--- src/rtl/mac_cfg_pkg.sv ---
// Shared constants for the MAC configuration slave: register map, COMMAND_CONFIG bits,
// reset values and the Avalon FSM state type. Optional error counter: MAC_CFG_ERR_CNT_EN.
package mac_cfg_pkg;

  localparam logic [9:0] ADDR_REV      = 10'h000;
  localparam logic [9:0] ADDR_SCRATCH  = 10'h001;
  localparam logic [9:0] ADDR_CMD      = 10'h002;
  localparam logic [9:0] ADDR_MAC0     = 10'h003;
  localparam logic [9:0] ADDR_MAC1     = 10'h004;
  localparam logic [9:0] ADDR_FRM_LEN  = 10'h005;
`ifdef MAC_CFG_ERR_CNT_EN
  localparam logic [9:0] ADDR_ERR_CNT  = 10'h03A;
  localparam logic [9:0] ADDR_ERR_CLR  = 10'h03B;
`endif

  localparam int CMD_TX_ENA_BIT   = 0;
  localparam int CMD_RX_ENA_BIT   = 1;
  localparam int CMD_SW_RESET_BIT = 13;

  localparam logic [13:0] FRM_LENGTH_RST = 14'd1518;

  typedef enum logic [1:0] {
    ST_IDLE,
    ST_WAIT,
    ST_ACK
  } state_t;

  function automatic logic is_mapped(input logic [9:0] addr);
    logic hit;
    hit = (addr <= ADDR_FRM_LEN);
`ifdef MAC_CFG_ERR_CNT_EN
    hit = hit | (addr == ADDR_ERR_CNT) | (addr == ADDR_ERR_CLR);
`endif
    return hit;
  endfunction

endpackage

--- src/rtl/mac_cfg_regs.sv ---
// Register bank and software-reset timer of the MAC configuration slave.
// With MAC_CFG_ERR_CNT_EN defined, also a saturating error counter at 0x03A.
module mac_cfg_regs #(
  parameter int          SWRST_CYCLES = 8,
  parameter logic [31:0] REV_ID       = 32'h0000_0901
) (
  input  logic        clk,
  input  logic        reset_n,
  input  logic        acc_en,
  input  logic        wr_en,
  input  logic        coll,
  input  logic [9:0]  acc_addr,
  input  logic [31:0] wr_data,
  input  logic [9:0]  rd_addr,
  output logic [31:0] rd_data,
  output logic        tx_ena,
  output logic        rx_ena,
  output logic [47:0] mac_addr,
  output logic [13:0] frm_length,
  output logic        mac_sw_reset
);
  import mac_cfg_pkg::*;

  logic [31:0] scratch_q, scratch_d;
  logic        tx_q, tx_d;
  logic        rx_q, rx_d;
  logic [31:0] mac0_q, mac0_d;
  logic [15:0] mac1_q, mac1_d;
  logic [13:0] frm_q, frm_d;
  logic [7:0]  swrst_cnt_q, swrst_cnt_d;
  logic        sw_active;

  assign sw_active = (swrst_cnt_q != 8'd0);

  always_comb begin
    scratch_d   = scratch_q;
    tx_d        = tx_q;
    rx_d        = rx_q;
    mac0_d      = mac0_q;
    mac1_d      = mac1_q;
    frm_d       = frm_q;
    swrst_cnt_d = sw_active ? swrst_cnt_q - 8'd1 : 8'd0;
    if (wr_en) begin
      case (acc_addr)
        ADDR_SCRATCH: scratch_d = wr_data;
        ADDR_CMD: begin
          // COMMAND_CONFIG is locked while a software reset is in progress
          if (!sw_active) begin
            if (wr_data[CMD_SW_RESET_BIT]) begin
              tx_d        = 1'b0;
              rx_d        = 1'b0;
              swrst_cnt_d = 8'(SWRST_CYCLES);
            end else begin
              tx_d = wr_data[CMD_TX_ENA_BIT];
              rx_d = wr_data[CMD_RX_ENA_BIT];
            end
          end
        end
        ADDR_MAC0:    mac0_d = wr_data;
        ADDR_MAC1:    mac1_d = wr_data[15:0];
        ADDR_FRM_LEN: frm_d  = wr_data[13:0];
        default: ;
      endcase
    end
  end

  always_ff @(posedge clk) begin
    if (!reset_n) begin
      scratch_q   <= '0;
      tx_q        <= 1'b0;
      rx_q        <= 1'b0;
      mac0_q      <= '0;
      mac1_q      <= '0;
      frm_q       <= FRM_LENGTH_RST;
      swrst_cnt_q <= '0;
    end else begin
      scratch_q   <= scratch_d;
      tx_q        <= tx_d;
      rx_q        <= rx_d;
      mac0_q      <= mac0_d;
      mac1_q      <= mac1_d;
      frm_q       <= frm_d;
      swrst_cnt_q <= swrst_cnt_d;
    end
  end

`ifdef MAC_CFG_ERR_CNT_EN
  logic [15:0] err_cnt_q, err_cnt_d;

  always_comb begin
    err_cnt_d = err_cnt_q;
    if (acc_en && (coll || !is_mapped(acc_addr)) && (err_cnt_q != 16'hFFFF)) begin
      err_cnt_d = err_cnt_q + 16'd1;
    end
    if (wr_en && (acc_addr == ADDR_ERR_CLR)) begin
      err_cnt_d = '0;
    end
  end

  always_ff @(posedge clk) begin
    if (!reset_n) begin
      err_cnt_q <= '0;
    end else begin
      err_cnt_q <= err_cnt_d;
    end
  end
`else
  logic unused_err_inputs;
  assign unused_err_inputs = acc_en ^ coll;
`endif

  always_comb begin
    rd_data = '0;
    case (rd_addr)
      ADDR_REV:     rd_data = REV_ID;
      ADDR_SCRATCH: rd_data = scratch_q;
      ADDR_CMD:     rd_data = {18'd0, sw_active, 11'd0, rx_q, tx_q};
      ADDR_MAC0:    rd_data = mac0_q;
      ADDR_MAC1:    rd_data = {16'd0, mac1_q};
      ADDR_FRM_LEN: rd_data = {18'd0, frm_q};
`ifdef MAC_CFG_ERR_CNT_EN
      ADDR_ERR_CNT: rd_data = {16'd0, err_cnt_q};
`endif
      default:      rd_data = '0;
    endcase
  end

  assign tx_ena       = tx_q & ~sw_active;
  assign rx_ena       = rx_q & ~sw_active;
  assign mac_addr     = {mac1_q, mac0_q};
  assign frm_length   = frm_q;
  assign mac_sw_reset = sw_active;

endmodule

--- src/rtl/mac_cfg_slave.sv ---
// Avalon-MM configuration slave for a MAC: access FSM with wait states in front of
// the register bank. Optional error counter: MAC_CFG_ERR_CNT_EN.
module mac_cfg_slave #(
  parameter int          WAIT_CYCLES  = 2,
  parameter int          SWRST_CYCLES = 8,
  parameter logic [31:0] REV_ID       = 32'h0000_0901
) (
  input  logic        clk,
  input  logic        reset_n,
  input  logic [9:0]  address,
  input  logic [31:0] writedata,
  output logic [31:0] readdata,
  input  logic        read,
  input  logic        write,
  output logic        waitrequest,
  output logic        tx_ena,
  output logic        rx_ena,
  output logic [47:0] mac_addr,
  output logic [13:0] frm_length,
  output logic        mac_sw_reset
);
  import mac_cfg_pkg::*;

  localparam logic [3:0] WAIT_LOAD = (WAIT_CYCLES > 0) ? 4'(WAIT_CYCLES - 1) : 4'd0;

  state_t      state_q, state_d;
  logic [3:0]  cnt_q, cnt_d;
  logic [9:0]  addr_q, addr_d;
  logic [31:0] wdata_q, wdata_d;
  logic        rd_q, rd_d;
  logic        wr_q, wr_d;
  logic        coll_q, coll_d;
  logic [31:0] readdata_q, readdata_d;

  logic [9:0]  rd_addr;
  logic        rd_go;
  logic [31:0] rd_data;
  logic        acc_en;

  always_comb begin
    state_d = state_q;
    cnt_d   = cnt_q;
    addr_d  = addr_q;
    wdata_d = wdata_q;
    rd_d    = rd_q;
    wr_d    = wr_q;
    coll_d  = coll_q;
    case (state_q)
      ST_IDLE: begin
        if (read || write) begin
          addr_d  = address;
          wdata_d = writedata;
          rd_d    = read;
          wr_d    = write & ~read;  // a read wins a collision
          coll_d  = read & write;
          if (WAIT_CYCLES == 0) begin
            state_d = ST_ACK;
          end else begin
            state_d = ST_WAIT;
            cnt_d   = WAIT_LOAD;
          end
        end
      end
      ST_WAIT: begin
        if (cnt_q == 4'd0) begin
          state_d = ST_ACK;
        end else begin
          cnt_d = cnt_q - 4'd1;
        end
      end
      ST_ACK:  state_d = ST_IDLE;
      default: state_d = ST_IDLE;
    endcase
  end

  // Zero-wait accesses leave IDLE straight into ACK, so read from the live bus there.
  assign rd_addr = (state_q == ST_IDLE) ? address : addr_q;
  assign rd_go   = (state_q == ST_IDLE) ? read : rd_q;

  always_comb begin
    readdata_d = '0;
    if ((state_d == ST_ACK) && rd_go) begin
      readdata_d = rd_data;
    end
  end

  always_ff @(posedge clk) begin
    if (!reset_n) begin
      state_q    <= ST_IDLE;
      cnt_q      <= '0;
      addr_q     <= '0;
      wdata_q    <= '0;
      rd_q       <= 1'b0;
      wr_q       <= 1'b0;
      coll_q     <= 1'b0;
      readdata_q <= '0;
    end else begin
      state_q    <= state_d;
      cnt_q      <= cnt_d;
      addr_q     <= addr_d;
      wdata_q    <= wdata_d;
      rd_q       <= rd_d;
      wr_q       <= wr_d;
      coll_q     <= coll_d;
      readdata_q <= readdata_d;
    end
  end

  assign acc_en      = (state_q == ST_ACK);
  assign waitrequest = (state_q != ST_ACK);
  assign readdata    = readdata_q;

  mac_cfg_regs #(
    .SWRST_CYCLES (SWRST_CYCLES),
    .REV_ID       (REV_ID)
  ) u_regs (
    .clk          (clk),
    .reset_n      (reset_n),
    .acc_en       (acc_en),
    .wr_en        (acc_en & wr_q),
    .coll         (coll_q),
    .acc_addr     (addr_q),
    .wr_data      (wdata_q),
    .rd_addr      (rd_addr),
    .rd_data      (rd_data),
    .tx_ena       (tx_ena),
    .rx_ena       (rx_ena),
    .mac_addr     (mac_addr),
    .frm_length   (frm_length),
    .mac_sw_reset (mac_sw_reset)
  );

endmodule

--- config.mk ---
export PLATFORM = sky130hd
export DESIGN_NAME = mac_cfg_slave
export DESIGN_NICKNAME = d
export VERILOG_FILES = /design/src/rtl/mac_cfg_pkg.sv /design/src/rtl/mac_cfg_regs.sv /design/src/rtl/mac_cfg_slave.sv
export SDC_FILE = /design/constraint.sdc
export NUM_CORES = 1
export LEC_CHECK = 0
export CORE_ASPECT_RATIO = 1.5
export CORE_MARGIN = 1.5
export CORE_UTILIZATION = 35
export CTS_BUF_LIST = sky130_fd_sc_hd__clkbuf_4
export DETAILED_ROUTE_END_ITERATION = 12
export GPL_ROUTABILITY_DRIVEN = 1
export SYNTH_ARGS = -nofsm -noshare
export SYNTH_HDL_FRONTEND = slang
export SYNTH_SLANG_ARGS = --single-unit
--- constraint.sdc ---
create_clock -name clk -period 3 [get_ports clk]
set_input_delay 0.75 -clock clk [delete_from_list [all_inputs] [get_ports clk]]
set_output_delay 0.75 -clock clk [all_outputs]
set_load 0.1 [all_outputs]
==> summary.txt <==
Synth
  – EDFF count, synth: 0
  – Avg Cell Area, Syn: 8.83 µm²
  – Synth warn: 0
  – Seq cells post-synth: 186
  – Yosys top cell by area: dfxtp_1
  – Synthesized cell area: 7570 µm²
  – Post-synth top area share: 0.492
  – Synth Instances: 858
  – Ys flop type: dfxtp_1
  – Syn nets: 907
  – Register area share after synthesis: 0.492
  – Distinct cells, synth: 53
  – Top cells by area, synth: dfxtp_1 49%, nand2_1 12%, a21boi_0 9.5%
  – Ys async rst share: 0

Cells and area
  – Area grow syn2layout: 26.2%
  – FILL cells: 2,118
  – Commonest non-fill, non-tap cells in the layout: 243 x nand2_1, 186 x dfxtp_1, 120 x buf_4
  – Commonest non-fill, non-tap cell in the layout: nand2_1
  – Core Util, Final: 0.452
  – Share of post-route cells with drive strength above 1: 0.180
  – Nets: 1,043

Critical path
  – Delay-heaviest family, CP: simple AND/OR/NAND/NOR gates
  – Worst R2R Start: addr_q[4]
  – CP Data Arrival Time: 2.15 ns
  – CP Class: flip-flop to output pin
  – Slowest stage cell on the critical path: or4_4
  – Setup crit end: rx_ena
  – Startpoint types: flip-flop
  – CP startpoint: u_regs.swrst_cnt_q[3]
  – Crit path depth: 4
  – Buffers & Inverters on Critical Path: 1
  – CP Max Fanout: 5
  – Critical Path RT: 2.25 ns
  – Crit-path cells: or4_4, nor3_4, and2_1, buf_12
  – CP Capture Type: output pin
  – R2r worst-path depth: 6
  – Setup slack, reg-to-reg: 0.58 ns
  – Reg-to-reg endpoint: u_regs.mac0_q[6]
  – Max incr delay on CP: 0.57 ns

Global routing
  – Initial antenna violation count: 1
  – Pin count of the biggest net entering global routing: 80
  – First-pass GRT wire length: 33.1 mm
  – Grt ovf: 0
  – GRT Overall Usage: 0.192
  – Vias in the first global route: 6,057

Placed design
  – GPL Wtd Cong: 0.814
  – Port Buf Inserts: 143
  – DP HPWL: 14.3 mm

Timing
  – Hold Worst Slack: 0.464 ns
  – Max-slew violations: 0
  – Highest Clock Rate: 345 MHz
  – Final Skew: 0.0282 ns
  – Hold Vio Cnt, Final: 0
  – Min Tclk post-route: 2.90 ns
  – Final period utilization: 0.965
  – Slew @ Worst Pin: 1.14 ns
  – Endpoints failing setup: 0
  – RSZ-0062 raised after global routing: true
  – Slew HR: 0.237

Clock tree
  – CTS sink count: 186
  – CTS tree: done
  – Clock Pin Slew Worst Setup and Hold Paths: 0.14 ns
  – CTS max path bufs: 2
  – H-tree depth: 4
  – Worst-skew pair later-pin latency: 0.59 ns
  – Root Driver: clkbuf_4
  – Num CTS Buffers: 17

Floorplan
  – Die ar.: 22,500 µm²
  – Die Y: 183 µm
  – I/O pin count: 144
  – Initial Util: 0.358
  – Site row count: 65
  – Die width: 123 µm
  – Core area: 21,100 µm²

Route
  – Drt via density: 4.94
  – WL/cell: 16.6 µm
  – Via Count: 6,300
  – Total iterations of the first detailed-routing run: 4
  – DRT antenna net count: 0
  – Total wire length: 21.1 mm
  – DRC viols: 0
  – Iteration-0 DRC Markers: 330

Run status
  – Status: finished, final reports clean

Power
  – VDD IR-drop max: 0.277 mV
  – P_leak: 3.57 nW
  – Power Dens Cells: 529 nW/µm²

Hold path
  – Hold Crit Class: flip-flop to flip-flop

Job
  – Max_cap viols: 0
## repair_timing
item                                    CTS  global route
buffers inserted                          1             1
pin swaps                                 1             1
resized for setup                         2             0
endpoints found under the setup margin    3             3
hold buffers                              0             0
## per-stage QoR
stage	setup TNS, ns	power, mW	setup slack, ns	std cells	cell area, µm²
after floorplan	0	3.27	0.336	858	7570
after global placement	0	3.55	0.0698	1241	9210
after detailed placement	0	3.56	0.0269	1241	9210
after CTS	0	5.10	0.0217	1274	9550
after global routing	-0.0247	5.31	-0.0153	1276	9560
final	0	5.05	0.105	1276	9560
## logic make-up (layout without fill, tap and decap cells)
| kind of cell | after synthesis | after routing | share of synthesized area |
|---|---|---|---|
| other | 0 | 1 | 0 |
| XOR/XNOR | 7 | 7 | 0.00810 |
| AO/OA/AOI/OAI | 204 | 204 | 0.196 |
| buffers and inverters | 64 | 213 | 0.0382 |
| adder cells (fa/ha/maj) | 3 | 3 | 0.00496 |
| multiplexers | 39 | 39 | 0.0515 |
| AND/OR/NAND/NOR | 355 | 355 | 0.210 |
| flip-flops | 186 | 186 | 0.492 |
## worst min path at each step
| stage | cells past startpoint | end | slack (ns) | start |
|---|---|---|---|---|
| CTS | 2 | state_q[1] | 0.46 | reset_n |
| finish | 1 | u_regs.swrst_cnt_q[0] | 0.46 | u_regs.swrst_cnt_q[0] |
| floorplan | 1 | u_regs.swrst_cnt_q[0] | 0.41 | u_regs.swrst_cnt_q[0] |
| global placement | 1 | u_regs.swrst_cnt_q[0] | 0.43 | u_regs.swrst_cnt_q[0] |
| detailed placement | 1 | u_regs.swrst_cnt_q[0] | 0.44 | u_regs.swrst_cnt_q[0] |
| global route | 2 | state_q[1] | 0.48 | reset_n |
## sequential cells by signal, indices dropped and copies added (netlist names)
signal,flops
readdata,32
u_regs.tx_q,1
rd_q,1
cnt_q,4
u_regs.mac1_q,16
u_regs.scratch_q,32
state_q,2
wr_q,1
u_regs.frm_length,14
addr_q,10
u_regs.swrst_cnt_q,8
wdata_q,32
u_regs.mac0_q,32
u_regs.rx_q,1
## routing by layer
layer  track usage  routed length [µm]
met2         0.332               10800
met1         0.233                9030
met4        0.0671                 341
met5             0                   0
met3        0.0404                1000
## Yosys cell counts, types with 2 or more instances
| master | number |
|---|---|
| buf_2 | 15 |
| buf_4 | 4 |
| a21boi_0 | 96 |
| o32ai_1 | 2 |
| or4b_2 | 2 |
| nand2b_1 | 3 |
| nand3b_1 | 2 |
| nor3b_1 | 3 |
| mux2i_1 | 39 |
| or3b_2 | 2 |
| o22ai_1 | 3 |
| nor4_1 | 4 |
| buf_6 | 2 |
| nor2b_1 | 24 |
| a22o_1 | 3 |
| a2bb2oi_1 | 9 |
| a22oi_1 | 16 |
| or3_1 | 4 |
| a21boi_4 | 2 |
| nor3_1 | 3 |
| or4_1 | 3 |
| clkbuf_1 | 36 |
| xnor2_1 | 6 |
| a21oi_1 | 22 |
| a21boi_1 | 25 |
| nand3_1 | 11 |
| dfxtp_1 | 186 |
| and2_1 | 6 |
| nor2_1 | 32 |
| o21ai_0 | 18 |
| nand2_1 | 243 |
| or3b_1 | 3 |
| inv_1 | 7 |
| ha_1 | 3 |
## report_power, final
part / switching, mW / internal [mW]
clock: 0.877 / 0.632
combinational: 0.478 / 0.373
sequential: 0.115 / 2.58
total: 1.47 / 3.58
## final cells by class
class | count | area [µm²] | area share
diodes | 1 | 2.50 | 0.000262
inverters | 7 | 26.3 | 0.00275
multi-input cells | 608 | 3610 | 0.378
well taps | 268 | 335 | 0.0351
flip-flops and latches | 186 | 3720 | 0.390
clock inverters | 11 | 159 | 0.0166
clock buffers | 21 | 158 | 0.0165
repair buffers | 174 | 1540 | 0.161
## worst reg2reg max path, cell delays in order, from the launching register on
cell	delay, ns
dfxtp_1	0.35
nor4_1	0.40
nand4_1	0.39
or3b_1	0.65
buf_4	0.33
nand2_1	0.11
a21boi_0	0.07
Power figures use the tool's default switching activity.
